==> config.mk <==
export PLATFORM = sky130hd
export DESIGN_NAME = muladd_job_ctrl
export DESIGN_NICKNAME = d
export VERILOG_FILES = /design/src/rtl/muladd_ctrl_pkg.sv /design/src/rtl/muladd_opbank.sv /design/src/rtl/muladd_job_ctrl.sv
export SDC_FILE = /design/constraint.sdc
export NUM_CORES = 1
export LEC_CHECK = 0
export ABC_AREA = 1
export CORE_UTILIZATION = 50
export DETAILED_ROUTE_END_ITERATION = 10
export PLACE_DENSITY_LB_ADDON = 0.1
export SLEW_MARGIN = 40
export SYNTH_ARGS = -nofsm -noshare
export SYNTH_HDL_FRONTEND = slang
export SYNTH_SLANG_ARGS = --single-unit
==> constraint.sdc <==
create_clock -name ap_clk -period 6.3 [get_ports ap_clk]
set_input_delay 0.945 -clock ap_clk [delete_from_list [all_inputs] [get_ports ap_clk]]
set_output_delay 0.945 -clock ap_clk [all_outputs]
set_load 0.02 [all_outputs]
==> src/rtl/muladd_ctrl_pkg.sv <==
// rtl/muladd_ctrl_pkg.sv - shared types and constants for the muladd job controller
package muladd_ctrl_pkg;

  localparam int JOB_TAG_W = 4;
  localparam int LAT_W     = 16;
  localparam logic [LAT_W-1:0] LAT_MAX = '1;

  typedef enum logic [1:0] {
    ST_IDLE,
    ST_START,
    ST_WAIT,
    ST_RESULT
  } state_t;

  typedef struct packed {
    logic                 bank;
    logic [JOB_TAG_W-1:0] tag;
  } job_t;

endpackage

==> src/rtl/muladd_opbank.sv <==
// rtl/muladd_opbank.sv - dual-bank A/B operand store with host write and 1-cycle kernel reads
module muladd_opbank
  import muladd_ctrl_pkg::*;
#(
  parameter int DATA_W = 16,
  parameter int DEPTH  = 16,
  parameter int ADDR_W = 4
) (
  input  logic              clk,
  input  logic              rst,
  input  logic              wr_en,
  input  logic              wr_bank,
  input  logic              wr_sel,
  input  logic [ADDR_W-1:0] wr_addr,
  input  logic [DATA_W-1:0] wr_data,
  input  logic              rd_en,
  input  logic              rd_bank,
  input  logic [ADDR_W-1:0] a_addr,
  input  logic              a_ce,
  output logic [DATA_W-1:0] a_q,
  input  logic [ADDR_W-1:0] b_addr,
  input  logic              b_ce,
  output logic [DATA_W-1:0] b_q
);

  logic [DATA_W-1:0] mem_a [2][DEPTH];
  logic [DATA_W-1:0] mem_b [2][DEPTH];

  // Operand storage survives reset so a host can preload before releasing it
  always_ff @(posedge clk) begin
    if (wr_en) begin
      if (wr_sel) mem_b[wr_bank][wr_addr] <= wr_data;
      else        mem_a[wr_bank][wr_addr] <= wr_data;
    end
  end

  // Kernel read ports: data one cycle after ce, zero when no job is running
  always_ff @(posedge clk or posedge rst) begin
    if (rst) begin
      a_q <= '0;
      b_q <= '0;
    end else begin
      if (a_ce) a_q <= rd_en ? mem_a[rd_bank][a_addr] : '0;
      if (b_ce) b_q <= rd_en ? mem_b[rd_bank][b_addr] : '0;
    end
  end

endmodule

==> src/rtl/muladd_job_ctrl.sv <==
// rtl/muladd_job_ctrl.sv - job queue, ap_ctrl_hs sequencer and result port for the muladd kernel
module muladd_job_ctrl
  import muladd_ctrl_pkg::*;
#(
  parameter int DATA_W  = 16,
  parameter int DEPTH   = 16,
  parameter int ADDR_W  = 4,
  parameter int RES_W   = 32,
  parameter int TAG_W   = JOB_TAG_W,
  parameter int TIMEOUT = 1024
) (
  input  logic              ap_clk,
  input  logic              ap_rst,
  input  logic              wr_en,
  input  logic              wr_bank,
  input  logic              wr_sel,
  input  logic [ADDR_W-1:0] wr_addr,
  input  logic [DATA_W-1:0] wr_data,
  input  logic              job_valid,
  output logic              job_ready,
  input  logic              job_bank,
  input  logic [TAG_W-1:0]  job_tag,
  output logic              res_valid,
  input  logic              res_ready,
  output logic [RES_W-1:0]  res_data,
  output logic [TAG_W-1:0]  res_tag,
  output logic [1:0]        bank_busy,
  output logic              err_wr_busy,
  output logic              err_timeout,
  input  logic              err_clr,
  output logic [15:0]       last_lat,
  output logic              k_ap_start,
  input  logic              k_ap_done,
  input  logic              k_ap_idle,
  input  logic              k_ap_ready,
  input  logic [RES_W-1:0]  k_ap_return,
  input  logic [ADDR_W-1:0] k_a_address0,
  input  logic              k_a_ce0,
  output logic [DATA_W-1:0] k_a_q0,
  input  logic [ADDR_W-1:0] k_b_address0,
  input  logic              k_b_ce0,
  output logic [DATA_W-1:0] k_b_q0
);

  localparam logic [LAT_W-1:0] TIMEOUT_L = LAT_W'(TIMEOUT);

  state_t           state, state_next;
  job_t             fifo_mem [2];
  logic             fifo_wr_ptr, fifo_rd_ptr;
  logic [1:0]       fifo_cnt;
  job_t             head;
  logic             live;
  logic             run_bank;
  logic [TAG_W-1:0] run_tag;
  logic [LAT_W-1:0] lat_cnt;
  logic             push, pop, capture, in_run;
  logic [1:0]       busy_set, busy_clr;
  logic             unused_idle;

  // idle is informational only; the handshake uses ready/done
  assign unused_idle = k_ap_idle;

  // live keeps job_ready low during reset and the first cycle after it
  assign job_ready  = live && !bank_busy[job_bank];
  assign push       = job_valid && job_ready;
  assign head       = fifo_mem[fifo_rd_ptr];
  assign in_run     = (state == ST_START) || (state == ST_WAIT);
  assign k_ap_start = (state == ST_START);
  assign busy_set   = push    ? (2'b01 << job_bank) : 2'b00;
  assign busy_clr   = capture ? (2'b01 << run_bank) : 2'b00;

  // FSM state register
  always_ff @(posedge ap_clk or posedge ap_rst) begin
    if (ap_rst) state <= ST_IDLE;
    else        state <= state_next;
  end

  // Next state plus pop/capture strobes; a pending result blocks new starts
  always_comb begin
    state_next = state;
    pop        = 1'b0;
    capture    = 1'b0;
    unique case (state)
      ST_IDLE: begin
        if (fifo_cnt != 2'd0) begin
          pop        = 1'b1;
          state_next = ST_START;
        end
      end
      ST_START: begin
        if (k_ap_ready) begin
          if (k_ap_done) begin
            capture    = 1'b1;
            state_next = ST_RESULT;
          end else begin
            state_next = ST_WAIT;
          end
        end
      end
      ST_WAIT: begin
        if (k_ap_done) begin
          capture    = 1'b1;
          state_next = ST_RESULT;
        end
      end
      ST_RESULT: begin
        if (res_ready) begin
          if (fifo_cnt != 2'd0) begin
            pop        = 1'b1;
            state_next = ST_START;
          end else begin
            state_next = ST_IDLE;
          end
        end
      end
      default: state_next = ST_IDLE;
    endcase
  end

  // Two-entry job FIFO; busy bits guarantee it never overflows
  always_ff @(posedge ap_clk or posedge ap_rst) begin
    if (ap_rst) begin
      fifo_mem[0] <= '0;
      fifo_mem[1] <= '0;
      fifo_wr_ptr <= 1'b0;
      fifo_rd_ptr <= 1'b0;
      fifo_cnt    <= 2'd0;
    end else begin
      if (push) begin
        fifo_mem[fifo_wr_ptr] <= job_t'{bank: job_bank, tag: job_tag};
        fifo_wr_ptr           <= !fifo_wr_ptr;
      end
      if (pop) fifo_rd_ptr <= !fifo_rd_ptr;
      case ({push, pop})
        2'b10:   fifo_cnt <= fifo_cnt + 2'd1;
        2'b01:   fifo_cnt <= fifo_cnt - 2'd1;
        default: fifo_cnt <= fifo_cnt;
      endcase
    end
  end

  // Job bookkeeping: busy bits, running job, latency counter, result capture
  always_ff @(posedge ap_clk or posedge ap_rst) begin
    if (ap_rst) begin
      live      <= 1'b0;
      bank_busy <= 2'b00;
      run_bank  <= 1'b0;
      run_tag   <= '0;
      lat_cnt   <= '0;
      last_lat  <= '0;
      res_valid <= 1'b0;
      res_data  <= '0;
      res_tag   <= '0;
    end else begin
      live      <= 1'b1;
      bank_busy <= (bank_busy & ~busy_clr) | busy_set;
      if (pop) begin
        run_bank <= head.bank;
        run_tag  <= head.tag;
        lat_cnt  <= LAT_W'(1);
      end else if (in_run && lat_cnt != LAT_MAX) begin
        lat_cnt <= lat_cnt + LAT_W'(1);
      end
      if (capture) begin
        res_valid <= 1'b1;
        res_data  <= k_ap_return;
        res_tag   <= run_tag;
        last_lat  <= lat_cnt;
      end else if (res_valid && res_ready) begin
        res_valid <= 1'b0;
      end
    end
  end

  // Sticky error flags; a clear wins over a same-cycle set
  always_ff @(posedge ap_clk or posedge ap_rst) begin
    if (ap_rst) begin
      err_wr_busy <= 1'b0;
      err_timeout <= 1'b0;
    end else begin
      if (err_clr)                         err_wr_busy <= 1'b0;
      else if (wr_en && bank_busy[wr_bank]) err_wr_busy <= 1'b1;
      if (err_clr)                         err_timeout <= 1'b0;
      else if (in_run && lat_cnt >= TIMEOUT_L) err_timeout <= 1'b1;
    end
  end

  muladd_opbank #(
    .DATA_W (DATA_W),
    .DEPTH  (DEPTH),
    .ADDR_W (ADDR_W)
  ) u_opbank (
    .clk     (ap_clk),
    .rst     (ap_rst),
    .wr_en   (wr_en && !bank_busy[wr_bank]),
    .wr_bank (wr_bank),
    .wr_sel  (wr_sel),
    .wr_addr (wr_addr),
    .wr_data (wr_data),
    .rd_en   (in_run),
    .rd_bank (run_bank),
    .a_addr  (k_a_address0),
    .a_ce    (k_a_ce0),
    .a_q     (k_a_q0),
    .b_addr  (k_b_address0),
    .b_ce    (k_b_ce0),
    .b_q     (k_b_q0)
  );

endmodule
### Yosys cells after proc, flatten, opt, wreduce, memory -nomap -nowiden

Memory sizes are Yosys's and may differ from the RTL's.
Cells that the tools add are included.

* add/sub/neg operators: 3
* order comparisons: 10
* equality and inequality tests: 10
* shift-type cells: 2
* muxes and demuxes: 50
* bitwise operators: 8
* reductions and logical operators: 22

Operators by type and width (number)
* 2-to-1 mux 256 bit: 2
* 2-to-1 mux 16 bit: 9
* binary-select mux 16 bit (select 4 bit): 2
* demux 16 bit (select 4 bit): 1
* 2-to-1 mux 1 bit: 20
* 2-to-1 mux 5 bit: 4
* adder 16 x 1 -> 16 bit (second input constant): 1
* greater-or-equal comparator 16 x 11 -> 1 bit (second input constant): 1
* inequality test 16 bit (second input constant): 1
* greater-or-equal comparator 5 bit (second input constant): 3
* NOT 4 -> 5 bit: 3
* 2-to-1 mux 2 bit: 6
* nonzero test 2 bit: 6
* bitwise mux 10 bit: 1
* logical AND 1 bit: 9
* case mux 2 bit (4 select lines): 1
* == test 2 bit (second input constant): 3
* inequality test 2 bit (second input constant): 3
* demux 5 bit (select 1 bit): 1
* < comparator 5 x 1 -> 1 bit (second input constant): 1
* == test 2 x 1 -> 1 bit (second input constant): 2
* greater-or-equal comparator 2 bit (second input constant): 2
* logical NOT 1 bit: 4
* < comparator 1 x 2 -> 1 bit (second input constant): 2
* other kinds (14): 17

* register bits: 127
* bits in writable memories: 1024
* logic and storage cells: 128
* memories: 2

Memories
* u_opbank.mem_a: words 2, width 256, read ports 1, clocked after Yosys merged registers in 0, wr ports 1, RTL line muladd_opbank.sv:26 `logic [DATA_W-1:0] mem_a [2][DEPTH];`
* u_opbank.mem_b: words 2, width 256, read ports 1, clocked after Yosys merged registers in 0, wr ports 1, RTL line muladd_opbank.sv:27 `logic [DATA_W-1:0] mem_b [2][DEPTH];`

### Logic depth before layout (Yosys ltp)

Gate-level depths: netlist of run 1.

* word-level depth: 7
* mapped depth: 12
* depth with buffers taken out: 9

### Cells and area by module

Synthesis of run 1 repeated with hierarchy kept, for this count alone.

* cells, all modules: 4126
* area, all modules: 47240.3 µm²

By module, submodules not included
* muladd_opbank: times used 1, cells an instance 3624, area each 42894.9 µm², seq. area each 31550.3 µm²
* muladd_job_ctrl: times used 1, cells an instance 502, area each 4345.4 µm², seq. area each 2377.3 µm²

### Least setup slack after synthesis of run 1

OpenSTA, ideal clock, no wires.

* kind: input to register
* from: in wr_bank
* to: mem u_opbank.mem_a[0][0] (netlist name) (enable)
* arrival: 2803 ps
* slack: 3088 ps
* stages on the path: 8
* path through: buf_2 -> inv_1 -> nand2_1 -> nand2_1 -> nor2_1 -> nand2_1 -> buf_2 -> nor3_1

* longest elaborated chain between the ends: 6

Ends and longest elaborated chain
* start, declared: RTL line muladd_job_ctrl.sv:15 `input logic wr_bank,`
* 2-to-1 mux 1 bit (not written as such) (2 in series): RTL line muladd_job_ctrl.sv:195 `.wr_en (wr_en && !bank_busy[wr_bank]),`
* logical NOT 1 bit: RTL line muladd_job_ctrl.sv:195
* logical AND 1 bit: RTL line muladd_job_ctrl.sv:195
* 2-to-1 mux 1 bit: RTL line muladd_opbank.sv:31 `if (wr_en) begin`
* 2-to-1 mux 256 bit (not written as such): RTL line muladd_opbank.sv:33 `else mem_a[wr_bank][wr_addr] <= wr_data;`
* end, declared: RTL line muladd_opbank.sv:26

Parallel ways exist; a longest one is shown, timed or not. The select of a mux whose other input is x is not followed.

### Worst setup path after layout of run 1

* from: in job_bank
* to: out job_ready

* longest elaborated chain between the ends: 4

Ends and longest elaborated chain
* start, declared: RTL line muladd_job_ctrl.sv:21 `input logic job_bank,`
* 2-to-1 mux 1 bit (not written as such) (2 in series): RTL line muladd_job_ctrl.sv:64 `assign job_ready = live && !bank_busy[job_bank];`
* logical NOT 1 bit: RTL line muladd_job_ctrl.sv:64
* logical AND 1 bit: RTL line muladd_job_ctrl.sv:64
* end, declared: RTL line muladd_job_ctrl.sv:20 `output logic job_ready,`

Every way passes these cells. The select of a mux whose other input is x is not followed.

==> results of run 1 <==
layout make-up:
cell class	instances	share of cell area [%]
multi-input cells	2546	21.67
clock inverters	60	0.8377
well taps	1254	2.926
repair buffers	280	4.725
clock buffers	162	6.071
diodes	2	0.009333
inverters	61	0.4830
flip-flops and latches	1151	63.28
state kept, by name (all words and copies together), names as in the netlist:
signal	flops
u_opbank.a_q	16
fifo_rd_ptr	1
run_tag	4
run_bank	1
fifo_mem	10
last_lat	16
state	2
lat_cnt	16
fifo_wr_ptr	1
res_valid	1
u_opbank.mem_a	512
bank_busy	2
live	1
u_opbank.b_q	16
res_data	32
fifo_cnt	2
res_tag	4
u_opbank.mem_b	512
err_wr_busy	1
err_timeout	1
power groups by stage:
stage               Sequential, mW  Combinational [mW]  Clock (mW)
finish                        8.98                4.81        6.69
global route                  9.03                5.31        7.08
CTS                           8.98                4.84        6.80
detailed placement            9.13                4.82           0
global placement              9.12                4.75           0
floorplan                     9.35                3.19           0
worst max-delay path: cells and delay by family:
| kind | cells | cell delay (ps) |
|---|---|---|
| compound gates | 1 | 180 |
| buf+inv | 3 | 1300 |
worst max path at each step:
stage / startpoint / to / slack (ps) / cells past startpoint
finish: job_bank / job_ready / 2930 / 4
global route: job_bank / job_ready / 2850 / 4
CTS: job_bank / job_ready / 2930 / 4
detailed placement: wr_bank / u_opbank.mem_a[0][2]$_DFFE_PP_ / 2370 / 10
global placement: wr_bank / u_opbank.mem_b[1][108]$_DFFE_PP_ / 2360 / 9
floorplan: ap_rst / bank_busy[0]$_DFF_PP0_ / 1970 / 1
routing by layer:
metal  vias up  GRT usage [%]  part of all wire [%]
li1      14300              -                     -
met1     14750          36.09                    45
met2       979          38.19                    46
met3       225          3.422                   5.8
met4         8          8.840                   3.4
met5         -              0                  0.11
stage by stage:
| step | worst slack [ps] | total power [mW] | cells |
|---|---|---|---|
| after floorplan | 1971 | 12.53 | 4004 |
| after global placement | 2360 | 13.87 | 5289 |
| after detailed placement | 2374 | 13.95 | 5289 |
| after CTS | 2930 | 20.62 | 5511 |
| after global routing | 2853 | 21.42 | 5514 |
| final | 2928 | 20.48 | 5516 |
Yosys cell counts, drive strengths merged:
| cell | number | share of area, % |
|---|---|---|
| mux2 | 37 | 0.89 |
| o21ai | 52 | 0.55 |
| o22ai | 2 | 0.027 |
| nor2 | 23 | 0.21 |
| o31ai | 1 | 0.016 |
| nand4 | 4 | 0.053 |
| a21oi | 8 | 0.093 |
| xor2 | 6 | 0.11 |
| nand3b | 1 | 0.016 |
| inv | 61 | 0.50 |
| edfxtp | 1024 | 65 |
| buf | 193 | 2.8 |
| clkbuf | 53 | 0.42 |
| a221oi | 1 | 0.019 |
| dfrtp | 127 | 6.8 |
| nand2 | 1440 | 12 |
| xnor2 | 3 | 0.056 |
| ha | 8 | 0.21 |
| conb | 1 | 0.0080 |
| nor3 | 76 | 0.81 |
| o211ai | 5 | 0.080 |
| a21o | 1 | 0.016 |
| nand3 | 877 | 9.3 |
cell families after synthesis:
group           after synthesis  synth area share [%]
simple gates               2421                 21.94
flops                      1151                 72.25
buf+inv                     307                 3.722
compound gates               70                0.8047
mux                          37                0.8873
xor+xnor                      9                0.1679
fa+ha+maj                     8                0.2132
other cells                   1              0.007986
==> reports/qor.log, run 1 <==
qor: cells_and_area.layout_commonest_cell sky130_fd_sc_hd__nand2_1
qor: sta.minimum_period_implied_by_the_final_worst_setup_slack 3372 ps
qor: logic_synthesis.synthesis.yosys.warnings 0
qor: logic_synthesis.synth_area_per_cell 11.73 um2
qor: die.initial_core_util 50.39%
qor: sta.worst_slew_pin_slew 889.9 ps
qor: placement.detailed_place_hpwl 62660 um
qor: worst_setup_path.rr_endpoint u_opbank.b_q[12]$_DFFE_PP0P_
qor: route.via_count 30270
qor: logic_synthesis.syn-num-nets 4090
qor: route.firstDrtPassIters 5
qor: die.die_h 308.5 um
qor: worst_hold_path.min_delay_path_depth 2
qor: clocking.cts_sinks 1151
qor: pwr.sw_frac_of_total 30.95%
qor: cells_and_area.final-seq-area 33930 um2
qor: pwr.power_per_cell_area 381.8 nW/um2
qor: route.wire_per_inst 21.40 um
qor: pwr.sequentialPowerShare 43.9%
qor: global_routing.grt_max_degree 148
qor: cells_and_area.drive_gt1_share 9.390%
qor: pwr.switching_power 6.338 mW
qor: placement.post_detailed_placement_cell_area 49850 um2
qor: die.design.die.area 95140 um2
qor: global_routing.globalRouteTotalUtil 24.77%
qor: sta.rsz_0062_raised_after_global_routing no
qor: worst_setup_path.critPathLaunchType input pin
qor: global_routing.grt_pass1_wl 175900 um
qor: worst_setup_path.crit_top_cell sky130_fd_sc_hd__clkdlybuf4s50_1
qor: worst_setup_path.worstReg2RegStart run_bank$_DFFE_PP0N_
qor: sta.setup_viol 0
qor: cells_and_area.most_frequent_cells_in_the_layout 1437 x sky130_fd_sc_hd__nand2_1, 1024 x sky130_fd_sc_hd__edfxtp_1, 877 x sky130_fd_sc_hd__nand3_1
qor: placement.io_buffers 167
qor: die.placementRows 112
qor: logic_synthesis.syn-instance-count 4004
qor: die.floorplan.die.width 308.5 um
qor: sta.skew 22.50 ps
qor: clocking.htreeDepth 3
qor: sta.setup_total_negative_slack 0 ps
qor: pwr.power.ir.vdd_worst 0.2909 mV
qor: sta.hold_fails_final_rpt 0
qor: global_routing.grt_remaining_overflow 0
qor: clocking.hold_buf_count_cts 0
qor: route.route.final.wire_length 118000 um
qor: sta.achievable-frequency 296.6 MHz
qor: placement.place_congestion 0.8105
qor: clocking.max-clock-path-buffers 3
qor: clocking.cts.reportedPaths.clkPinSlew 60 ps
qor: worst_setup_path.regToRegSetupSlack 3310 ps
qor: sta.fin_worst_hold_slack 480.7 ps
qor: die.design.portCount 169
qor: worst_hold_path.hold_worst_path_end last_lat[2]$_DFFE_PP0P_
qor: clocking.numCtsBuffers 119
qor: pwr.pwr-share-comb 23.5%
qor: worst_setup_path.crit_path_max_fanout 5
qor: logic_synthesis.ys_seq_elements 1151
qor: clocking.clockRootBuffer sky130_fd_sc_hd__clkbuf_16
qor: clocking.cts_tree done
qor: pwr.internal-power 14.14 mW
qor: clocking.worst_skew_pair.late_latency 690 ps
qor: worst_setup_path.worstPathRequired 5350 ps
qor: worst_setup_path.timing.setup.critical_path_class in2out
qor: worst_hold_path.worst_hold_startpoint last_lat[2]$_DFFE_PP0P_
qor: pwr.power.share.clock 32.7%
qor: run.drv.max_cap_violation_count 0
qor: logic_synthesis.synth_area 46960 um2
qor: worst_setup_path.crit_path_top_delay_cell sky130_fd_sc_hd__clkdlybuf4s50_1
qor: logic_synthesis.synth-seq-area-share 72.25%
qor: sta.maxSlewViolCount 0
qor: die.placeableCoreArea 93190 um2
qor: clocking.post_cts.resized_instances 0
qor: cells_and_area.postLayoutCoreUtil 57.54%
qor: sta.finalCritPeriodShare 53.52%
qor: pwr.leakagePower 19.78 nW
qor: logic_synthesis.number_of_library_cell_types_mapped_by_synthesis 33
qor: cells_and_area.num-nets-final 4245
qor: worst_hold_path.hold_path.class reg2reg
qor: sta.normalized_max_slew_margin 40.67%
qor: global_routing.first_global_vias 28240
qor: cells_and_area.synthToLayoutAreaGrowth 14.20%
qor: clocking.post-cts-setup-buffers 0
qor: worst_setup_path.critical_path.cell_chain clkdlybuf4s50_1 -> inv_1 -> a21oi_2 -> clkdlybuf4s50_1
qor: worst_setup_path.worstPathArrival 2430 ps
qor: route.drt_first_iter_violations 2945
qor: global_routing.grt_antenna_before_repair 5
qor: worst_setup_path.cp-end-kind output pin
qor: status.status complete, no violations
qor: route.post-route-drc-count 0
qor: route.drtAntennaViolNets 0
qor: cells_and_area.design_area 53620 um2
qor: cells_and_area.fillers 7617
qor: worst_setup_path.worst_path_largest_cell_delay 620 ps
qor: worst_setup_path.worst_r2r_path_depth 10
qor: cells_and_area.multi_input_comb_area 11620 um2
qor: route.via_per_inst 5.487
(Power assumes the default switching activity.)
==> run 2, diff against run 1 <==
- clock period: 6.3 -> 3.1 ns (I/O delays scaled with it)
==> run 2 against run 1 <==
Effect of this change:
- die area unchanged
- via count increased by 0.46%
- combinational power increased by 110%
- cell area increased by 1.0%
==> reports/qor.log, run 2 (synthesized netlist as in run 1, its figures left out) <==
qor: status.status complete, no violations
qor: global_routing.grt_remaining_overflow 0
qor: sta.hold_fails_final_rpt 0
qor: worst_setup_path.worstPathRequired 2630 ps
qor: route.firstDrtPassIters 6
qor: worst_setup_path.critPathLaunchType flop
qor: die.floorplan.die.width 308.5 um
qor: cells_and_area.most_frequent_cells_in_the_layout 1437 x sky130_fd_sc_hd__nand2_1, 1024 x sky130_fd_sc_hd__edfxtp_1, 877 x sky130_fd_sc_hd__nand3_1
qor: global_routing.grt_antenna_before_repair 5
qor: cells_and_area.synthToLayoutAreaGrowth 15.37%
qor: cells_and_area.final_non_filler_cell_total 5544
qor: route.post-route-drc-count 0
qor: placement.post-place-cells 5322
qor: cells_and_area.postLayoutCoreUtil 58.14%
qor: placement.detailed_place_hpwl 69490 um
qor: sta.achievable-frequency 394.9 MHz
qor: placement.io_buffers 167
qor: clocking.cts_tree done
qor: placement.place_congestion 0.8272
qor: pwr.power_per_cell_area 778.5 nW/um2
qor: worst_hold_path.hold_path.class in2reg
qor: sta.skew 25.68 ps
qor: clocking.max-clock-path-buffers 3
qor: sta.normalized_max_slew_margin 44.34%
qor: clocking.cts.reportedPaths.clkPinSlew 60 ps
qor: cells_and_area.drive_gt1_share 10.24%
qor: global_routing.grt_pass1_wl 177500 um
qor: clocking.numCtsBuffers 119
qor: cells_and_area.design_area 54180 um2
qor: pwr.leakagePower 20.03 nW
qor: sta.setup_viol 0
qor: die.initial_core_util 50.39%
qor: pwr.p_total 42.18 mW
qor: clocking.worst_skew_pair.late_latency 710 ps
qor: sta.fin_worst_hold_slack 92.79 ps
qor: route.drt_first_iter_violations 2942
qor: worst_setup_path.worstPathArrival 2070 ps
qor: sta.finalCritPeriodShare 81.69%
qor: global_routing.first_global_vias 28420
qor: cells_and_area.biggest_regs u_opbank.mem_a: 512 flops, u_opbank.mem_b: 512 flops, res_data: 32 flops
qor: global_routing.grt_max_degree 152
qor: placement.dpl_worst_slack 352.9 ps
qor: clocking.post_cts.resized_instances 0
qor: sta.setup_total_negative_slack 0 ps
qor: worst_setup_path.crit_path_max_fanout 4
qor: route.drtAntennaViolNets 0
qor: placement.post_detailed_placement_cell_area 50390 um2
qor: clocking.htreeDepth 3
qor: route.wire_per_inst 21.52 um
qor: worst_setup_path.timing.setup.critical_path_class reg2out
qor: route.route.final.wire_length 119300 um
qor: sta.maxSlewViolCount 0
qor: clocking.post-cts-setup-buffers 0
qor: sta.rsz_0062_raised_after_global_routing no
qor: die.die_h 308.5 um
qor: die.placementRows 112
qor: sta.fin_ws 567.8 ps
qor: global_routing.globalRouteTotalUtil 25.04%
qor: sta.worst_slew_pin_slew 834.9 ps
qor: die.placeableCoreArea 93190 um2
qor: cells_and_area.num-nets-final 4275
qor: pwr.power.ir.vdd_worst 0.6335 mV
qor: route.via_per_inst 5.484
qor: cells_and_area.layout_commonest_cell sky130_fd_sc_hd__nand2_1
qor: worst_setup_path.cp-end-kind output pin
qor: sta.minimum_period_implied_by_the_final_worst_setup_slack 2532 ps
qor: clocking.clockRootBuffer sky130_fd_sc_hd__clkbuf_16
qor: die.design.die.area 95140 um2
qor: clocking.hold_buf_count_cts 0
qor: route.via_count 30410
qor: die.design.portCount 169
qor: clocking.cts_sinks 1151
qor: run.drv.max_cap_violation_count 0
run 2: final timing paths:
| check | slack, ps | from | cells after the start | end |
|---|---|---|---|---|
| min reg2reg | 480 | u_opbank.b_q[3]$_DFFE_PP0P_ | 2 | u_opbank.b_q[3]$_DFFE_PP0P_ |
| max in group asynchronous | 2230 | ap_rst | 3 | u_opbank.a_q[0]$_DFFE_PP0P_ |
| max | 570 | state[1]$_DFFE_PP0P_ | 3 | k_ap_start |
| min | 90 | wr_data[14] | 1 | u_opbank.mem_a[0][110]$_DFFE_PP_ |
| min in group asynchronous | 220 | ap_rst | 2 | res_data[25]$_DFFE_PP0P_ |
| max reg2reg | 710 | run_bank$_DFFE_PP0N_ | 10 | u_opbank.b_q[13]$_DFFE_PP0P_ |
run 2: report_power, final:
group | switching (mW) | internal, mW
Sequential | 0.519 | 17.7
Combinational | 6.73 | 3.40
Clock | 5.87 | 7.98
Total | 13.1 | 29.1
run 2: layer usage:
metal / up-vias / global-route usage, % / part of all wire, %
met5: - / 0 / 0.027
met4: 4 / 7.440 / 2.6
met3: 200 / 3.236 / 6.1
met2: 942 / 40.32 / 48
met1: 14890 / 35.71 / 44
li1: 14370 / - / -
run 2: cell type report:
class,instances,area (um2)
clock buffers,144,3093
multi-input cells,2546,11610
fillers,7598,39010
repair buffers,310,3027
inverters,61,254.0
clock inverters,76,688.2
well taps,1254,1569
flip-flops and latches,1151,33930
diodes,2,5.005
run 2: critical path, stage by stage (launching register included):
cell                              delay [ps]
sky130_fd_sc_hd__dfrtp_1                 400
sky130_fd_sc_hd__inv_1                   120
sky130_fd_sc_hd__ha_1                    210
sky130_fd_sc_hd__clkdlybuf4s50_1         640
